===== src/rtl/lpc_buff_sched.sv =====
// Round-robin scheduler handing four 2048-byte sound buffers to the LPC transmitter.
// Tracks per-buffer full flags, issues one buffer at a time and flags writer overrun / transmitter stall.
module lpc_buff_sched #(
    parameter int unsigned     TO_W    = 24,
    parameter logic [TO_W-1:0] TIMEOUT = 24'd2_000_000
) (
    input  logic       clock,
    input  logic       reset,
    input  logic       enable,
    input  logic [3:0] wr_done,
    input  logic       packet_SENT,
    input  logic       clr_err,
    output logic [3:0] buff_RDY,
    output logic [1:0] buf_sel,
    output logic [3:0] buff_full,
    output logic       active,
    output logic       overrun,
    output logic [7:0] overrun_cnt,
    output logic       timeout_err
);

    typedef enum logic [1:0] {
        S_IDLE = 2'd0,
        S_XMIT = 2'd1,
        S_GAP  = 2'd2
    } state_t;

    localparam logic [TO_W-1:0] TIMER_TC = TIMEOUT - 1'b1;

    state_t          state_q, state_d;
    logic [1:0]      buf_sel_q, buf_sel_d;
    logic [1:0]      last_sel_q, last_sel_d;
    logic [TO_W-1:0] timer_q, timer_d;
    logic [3:0]      full_q, full_d;
    logic            overrun_q, overrun_d;
    logic [7:0]      overrun_cnt_q, overrun_cnt_d;
    logic            timeout_err_q, timeout_err_d;

    logic            win_found;
    logic [1:0]      win_idx;
    logic [1:0]      cand;
    logic            in_xmit;
    logic            timer_tc;
    logic            issue;
    logic            rel;
    logic            timeout_evt;
    logic [3:0]      rel_mask;
    logic            ov_evt;

    // Search begins one past the last released buffer so every full buffer gets a turn.
    always_comb begin
        win_found = 1'b0;
        win_idx   = 2'd0;
        cand      = 2'd0;
        for (int k = 0; k < 4; k++) begin
            cand = last_sel_q + 2'(k + 1);
            if (!win_found && full_q[cand]) begin
                win_found = 1'b1;
                win_idx   = cand;
            end
        end
    end

    always_comb begin
        in_xmit     = (state_q == S_XMIT);
        timer_tc    = (timer_q == TIMER_TC);
        issue       = (state_q == S_IDLE) && enable && win_found;
        rel         = in_xmit && (packet_SENT || timer_tc);
        // A packet that completes on the last allowed cycle is a normal release, not a stall.
        timeout_evt = in_xmit && !packet_SENT && timer_tc;
        rel_mask    = rel ? (4'b0001 << buf_sel_q) : 4'b0000;
    end

    always_ff @(posedge clock or posedge reset) begin
        if (reset) begin
            state_q <= S_IDLE;
        end else begin
            state_q <= state_d;
        end
    end

    always_comb begin
        state_d = state_q;
        case (state_q)
            S_IDLE:  if (issue) state_d = S_XMIT;
            S_XMIT:  if (rel)   state_d = S_GAP;
            S_GAP:   state_d = S_IDLE;
            default: state_d = S_IDLE;
        endcase
    end

    always_comb begin
        active   = (state_q == S_XMIT);
        buff_RDY = active ? (4'b0001 << buf_sel_q) : 4'b0000;
    end

    always_comb begin
        buf_sel_d  = issue ? win_idx : buf_sel_q;
        last_sel_d = rel ? buf_sel_q : last_sel_q;

        timer_d = timer_q;
        if (issue) begin
            timer_d = '0;
        end else if (in_xmit && !rel) begin
            timer_d = timer_q + 1'b1;
        end

        // A refill landing on the release cycle leaves the flag set without counting as overrun.
        full_d = (full_q & ~rel_mask) | wr_done;
        ov_evt = |(wr_done & full_q & ~rel_mask);

        overrun_d     = overrun_q;
        overrun_cnt_d = overrun_cnt_q;
        if (ov_evt) begin
            overrun_d     = 1'b1;
            overrun_cnt_d = (overrun_cnt_q == 8'hFF) ? overrun_cnt_q : overrun_cnt_q + 8'd1;
        end else if (clr_err) begin
            overrun_d     = 1'b0;
            overrun_cnt_d = 8'd0;
        end

        timeout_err_d = timeout_err_q;
        if (timeout_evt) begin
            timeout_err_d = 1'b1;
        end else if (clr_err) begin
            timeout_err_d = 1'b0;
        end
    end

    always_ff @(posedge clock or posedge reset) begin
        if (reset) begin
            buf_sel_q     <= 2'd0;
            last_sel_q    <= 2'd3;
            timer_q       <= '0;
            full_q        <= 4'b0000;
            overrun_q     <= 1'b0;
            overrun_cnt_q <= 8'd0;
            timeout_err_q <= 1'b0;
        end else begin
            buf_sel_q     <= buf_sel_d;
            last_sel_q    <= last_sel_d;
            timer_q       <= timer_d;
            full_q        <= full_d;
            overrun_q     <= overrun_d;
            overrun_cnt_q <= overrun_cnt_d;
            timeout_err_q <= timeout_err_d;
        end
    end

    assign buf_sel     = buf_sel_q;
    assign buff_full   = full_q;
    assign overrun     = overrun_q;
    assign overrun_cnt = overrun_cnt_q;
    assign timeout_err = timeout_err_q;

endmodule


===== config.mk =====
export PLATFORM = sky130hd
export DESIGN_NAME = lpc_buff_sched
export DESIGN_NICKNAME = d
export VERILOG_FILES = /design/src/rtl/lpc_buff_sched.sv
export SDC_FILE = /design/constraint.sdc
export NUM_CORES = 1
export LEC_CHECK = 0
export BUFFER_PORTS_ARGS = -buffer_cell sky130_fd_sc_hd__buf_2
export CORE_MARGIN = 4
export CORE_UTILIZATION = 29
export CTS_BUF_LIST = sky130_fd_sc_hd__clkbuf_16
export DETAILED_ROUTE_END_ITERATION = 7
export MAX_ROUTING_LAYER = met4
export PLACE_DENSITY = 0.53
export SYNTH_ARGS = -nofsm -noshare
export SYNTH_HDL_FRONTEND = slang
export SYNTH_SLANG_ARGS = --single-unit
export TNS_END_PERCENT = 50

===== constraint.sdc =====
create_clock -name clock -period 2.7 [get_ports clock]
set_clock_uncertainty 0.15 [all_clocks]
set_input_delay 0.135 -clock clock [delete_from_list [all_inputs] [get_ports clock]]
set_output_delay 0.135 -clock clock [all_outputs]
set_load 0.01 [all_outputs]

Word level (Yosys, flattened, before mapping)

Cells that the tools add are included.

Register bits after elaboration: 44
Input port bits: 9
Logic and storage cells: 80

$add $sub $neg: 5
Order comparisons: 4
Eq/ne operators: 6
Shift-type cells: 1
Muxes and demuxes: 29
Bitwise logic cells: 5
Reductions and logical operators: 22

Operator list:

| operator                | number |
|---|---|
| $mux W24                | 2 |
| $add A24 B1 Y24 const B | 1 |
| $eq A24 B21 Y1 const B  | 1 |
| $mux W8                 | 3 |
| $and A4 B4 Y4           | 3 |
| $lt A2 B3 Y1 const B    | 4 |
| $mux W2                 | 6 |
| $mux W1                 | 11 |
| $logic_and A1 B1 Y1     | 9 |
| $add A8 B1 Y8 const B   | 1 |
| $bmux W1 S2             | 4 |
| $eq A8 B8 Y1 const B    | 1 |
| $mux W4                 | 2 |
| $reduce_bool A2 Y1      | 3 |
| $logic_not A1 Y1        | 5 |
| $add A2 B2 Y2 const B   | 2 |
| $ne A2 B2 Y1 const B    | 2 |
| $not A4 Y4              | 1 |
| $or A4 B4 Y4            | 1 |
| $pmux W2 S2             | 1 |
| $reduce_and A2 Y1       | 2 |
| $reduce_or A4 Y1        | 1 |
| $shl A1 B2 Y4 const A   | 1 |
| $add A2 B1 Y2 const B   | 1 |
| other kinds (4)         | 4 |

Longest topological paths before layout

Depth after elaboration: 16
Depth in mapped cells: 8
Gate-level depth less buffers: 6

Worst setup path after synthesis

No wires, ideal clock.

Path type: reg2reg
Start: reg timer_q[11]
End: reg last_sel_q[0]
Arrival: 2.047 ns
Data required time: 2.468 ns
Setup slack: 0.420 ns
Stages on the path, launching flop included: 7
Path buffers: 1
Clock period less this slack: 2.280 ns
Cell sequence: dfrtp_1 -> or4_1 -> or4_4 -> nor2_4 -> buf_6 -> o21ai_2 -> mux2_4

Longest elaborated chain between the ends: 3

Ends and longest elaborated chain:

| what                   | line | text |
|---|---|---|
| from (decl)            | 33   | `logic [TO_W-1:0] timer_q, timer_d;` |
| from (signal assigned) | 142  | `timer_q <= timer_d;` |
| $eq A24 B21 Y1         | 66   | `timer_tc = (timer_q == TIMER_TC);` |
| $logic_or A1 B1 Y1     | 68   | `rel = in_xmit && (packet_SENT \|\| timer_tc);` |
| $logic_and A1 B1 Y1    | 68   |  |
| to (signal assigned)   | 141  | `last_sel_q <= last_sel_d;` |
| to (decl)              | 32   | `logic [1:0] last_sel_q, last_sel_d;` |

Every way passes these cells.
A chain may end at the register's enable or synchronous reset.

Worst setup path after layout

Start: reg timer_q[11]
End: reg overrun_cnt_q[1] (netlist: overrun_cnt[1])

Longest elaborated chain between the ends: 9

Ends and longest elaborated chain:

| what                                                                | line | text |
|---|---|---|
| $eq A24 B21 Y1 (*)                                                  | 66   |  |
| $logic_or A1 B1 Y1 (*)                                              | 68   |  |
| $logic_and A1 B1 Y1 (*)                                             | 68   |  |
| $mux W4 (*)                                                         | 71   | `rel_mask = rel ? (4'b0001 << buf_sel_q) : 4'b0000;` |
| $not A4 Y4 (*)                                                      | 110  | `ov_evt = \|(wr_done & full_q & ~rel_mask);` |
| $and A4 B4 Y4 (*)                                                   | 110  |  |
| $reduce_or A4 Y1 (*)                                                | 110  |  |
| $ne A2 B2 Y1 (no source line) or $reduce_bool A2 Y1 (tied branches) | -    |  |
| $reduce_and A2 Y1 (no source line)                                  | -    |  |
| to (signal assigned)                                                | 145  | `overrun_cnt_q <= overrun_cnt_d;` |
| to (decl)                                                           | 36   | `logic [7:0] overrun_cnt_q, overrun_cnt_d;` |

Mark *: on every way between the ends. The rest lies on a longest branch, timed or not.

==> summary by stage <==
Yosys
The area share of and/or/nand/nor cells after synthesis is 0.268. Of the synthesized area, sequential elements account for 0.430. In the post-synthesis netlist, the biggest area contributors are dfrtp_1, a21oi_1, nand2_1, nand3_1, o211ai_1. The cell area after synthesis is 0.00256 sq mm. The number of nets produced by synthesis is 293. The proportion of register bits with asynchronous set or reset after synthesis is 1.00.

The mux contribution to synthesized area is 0.0234. The predominant post-synthesis flop cell is dfrtp_1. Each instance of the synthesized netlist takes up on average around 9.1 sq um.

Of the total synthesized cell area, the portion taken by XOR and XNOR cells is 0.0102. Yosys mapped a number of flops with a built-in enable equal to 0. The synthesized instance count is ~280.

The area fraction in compound gates after synthesis is 0.218. The number of distinct library cell variants in the gate-level netlist after synthesis is 53. During synthesis, Yosys emitted a total of 0 warnings.

By area, the combinational part of the netlist is dominated by simple AND/OR/NAND/NOR gates. The arithmetic-cell share of the synthesized area counting full adders, half adders and majority gates is 0.00976. Of all cell types, the one taking the most synthesized area is dfrtp_1.

The number of storage elements in the synthesis netlist is 44. The share of the synthesized area in the top cell type is 0.410.

Critical path
The internal reg-to-reg setup slack is 0.28 ns. The type of element launching the critical path is a flop. The classification of the worst setup path is flop to flop. The worst setup path is captured at a flop. The highest net fanout along the worst path is 9. At the worst endpoint, the arrival time is between 2 and 2.5 ns. The data required time of the worst path is around 2.7 ns.

Place
After legalization and detailed placement, the total HPWL measured ~4.6 mm. Before CTS, the worst setup slack after placement is 0.280 ns. The congestion estimate from routability-driven global placement came to 0.776. The count of buffers added on input and output ports is 29. The instance area after placement is 0.00285 sq mm.

Finish
Leaving out fill and tap cells, the most frequent cells in the layout are dfrtp_1, buf_2, nand2_1, a21oi_1, nor2_1. The number of antenna diodes in the final layout is 0. The final standard cell area without fillers is 0.00305 sq mm. The most frequent standard cell in the layout excluding fill and tap cells is dfrtp_1. The post-layout net count is 334. After filler insertion, the fill cell instance count of the layout stands at between 900 and 1000.

Measured on the finished design, the core utilization comes to 0.351. From synthesis to final layout, the design area changed by 18.8%. In the final layout, the share of cells above drive strength 1 is 0.170.

Global routing
The number of global-route vias before repair is ~2200. The met3 track utilization from global routing is 0.0287. The leftover overflow at the end of global routing is 0. In the global route stage, met1 resource usage came out at 0.178. The maximum number of pins on one net before global-route repair is 45. The layer carrying the most global-route usage is met2. The combined global-route utilization of all metal layers is 0.135. The first global-routing pass estimated between 10 and 15 mm of wire.

In the global route stage, met2 resource usage came out at 0.210. The number of antenna violations at the first check in global routing came to 0.

STA
The actual transition at the worst max-transition pin is 0.967 ns. The final number of hold-violating endpoints is 0. Setup repair after global routing left no endpoint under its margin. Summed over all failing endpoints, the final setup total negative slack is 0 ns.

The number of slew-limit violations in the final report came to 0. The maximum clock frequency is 413 MHz. Of the available clock period, the critical path in the final layout requires 0.898.

Across all setup checks in the final design, the least slack found is 0.276 ns. In this run the tightest slew margin relative to its limit is 0.355. The clock period minus final worst setup slack is 2.42 ns.

Setup violations remaining at the end of the flow were counted as 0.

Pwr
Summing internal, switching and leakage power gives 2.23 mW. The maximum resistive drop on vdd is ~240 uV. The power density over the cells is 734 mW/mm^2. The leakage power summed over all cells is 1.24 nW.

Routing
The first-pass detailed-route iteration total is 4. The via density per instance is 5.33. Once detail routing completed, the nets flagged for antenna violations numbered 0. The number of DRC violations after detailed routing is 0. The total routed wirelength is 6.51 mm. The final route contains 2303 vias. The DRC marker count from the first detailed-route iteration is between 150 and 200. After detailed routing, the average wire length per cell comes to about 15 um.

Floorplanning
The initialized floorplan defines 34 standard-cell rows. The full die area is between 0.01 and 0.015 sq mm. Measured along the y axis, the die boundary spans 102 um. In this run the horizontal extent of the chip is 102 um. The initial core utilization is 0.295.

The count of boundary I/O pins is 30. The core area is ~0.0087 sq mm.

Min path
The path category of the worst min-delay check is primary input to flop.

Clock network
Clock-pin slew was measured on the worst setup and hold paths at 0.06 ns. The maximum clock path buffer count is 2. The tree built by TritonCTS fans out to 44 sinks. The root buffer cell is clkbuf_16.

TritonCTS created 5 clock buffers. The maximum level of the CTS H-tree is 2. TritonCTS built the clock tree. The clock reaches the later pin of the worst-skew pair after 0.28 ns.

Outcome
The flow ran to the end, and the final reports show no timing, DRC or antenna violations.

Run
The tool flagged a number of max-cap violations equal to 0.
-- report_power, final --
group          internal [mW]  switching, mW  leakage (nW)  total, mW
registers              0.792          0.145         0.558      0.937
clock network          0.333          0.242        0.0738      0.575
logic                  0.319          0.403         0.603      0.723
total                   1.44          0.790          1.24       2.23
-- path summary, 6_finish.rpt --
check                                              from                    endpoint  cells after the start
worst min register to register   timer_q[6]$_DFFE_PP0P_      timer_q[6]$_DFFE_PP0P_                      1
worst max-delay path            timer_q[11]$_DFFE_PP0P_  overrun_cnt[1]$_DFFE_PP0P_                      5
worst max register to register  timer_q[11]$_DFFE_PP0P_  overrun_cnt[1]$_DFFE_PP0P_                      5
min in group asynchronous                         reset     timer_q[13]$_DFFE_PP0P_                      3
max in group asynchronous                         reset      state_q[0]$_DFFE_PP0P_                      3
worst min-delay path                        packet_SENT      state_q[1]$_DFFE_PP0P_                      3
-- final cells by class --
class	count	area, sq um	area share
clock buffer	5	125	0.0411
inverter	15	56.3	0.0185
tap	108	135	0.0444
clock inverter	3	11.3	0.00370
multi-input combinational	215	1360	0.445
timing repair buffer	42	258	0.0846
sequential	44	1100	0.362
-- cells in the mapped netlist, types with 3 or more instances --
cell type and instances:
dfrtp_1 42, nand2_1 26, a21oi_1 21, nor2_1 19
nand3_1 15, inv_1 14, o21ai_0 13, o211ai_1 10
or4_1 10, nand4_1 8, o31ai_1 8, nand2b_1 7
and3_1 6, nor3_1 6, or3_1 6, a221oi_1 5
and2_1 5, a21o_1 4, clkbuf_1 4, mux2i_1 3
nor4_1 3, nor4b_1 3, o221ai_1 3
-- cells by family (layout without fill, tap and decap cells) --
family                   count (synthesis)  count (layout)
AND/OR/NAND/NOR                        124             124
AO/OA/AOI/OAI                           81              81
flip-flops                              44              44
buffers and inverters                   23              65
multiplexers                             5               5
XOR/XNOR                                 3               3
adder cells (fa/ha/maj)                  2               2
-- metal layers --
metal  vias up  share of wire
li1       1156              -
met1      1081           0.48
met2        59           0.46
met3         7          0.049
met4         0          0.010
met5         -              0
-- state kept, by name (all words and copies together), names as in the netlist --
register and count:
overrun 1, timeout_err 1, last_sel_q 2, buff_full 4
timer_q 24, buf_sel 2, state_q 2, overrun_cnt 8
-- worst max-delay path: stages, from the launching register on --
cell      delay (ns)
dfrtp_1         0.44
or4_1           0.53
or4_4           0.51
o21a_1          0.29
o221ai_1        0.21
o311ai_0        0.15
-- repair_timing --
action	CTS	global route
buffers inserted	0	0
endpoints found under the hold margin	47	0
hold buffers	6	0
gates resized for setup	0	0
-- metrics by stage --
step / hold slack (ns) / std cells
6_report: 0.109 / 432
5_1_grt: 0.136 / 432
4_1_cts: 0.105 / 432
3_5_place_dp: 0.199 / 418
3_3_place_gp: 0.200 / 418
2_1_floorplan: 0.0773 / 282
No activity file was read; power rests on OpenSTA's default activity.
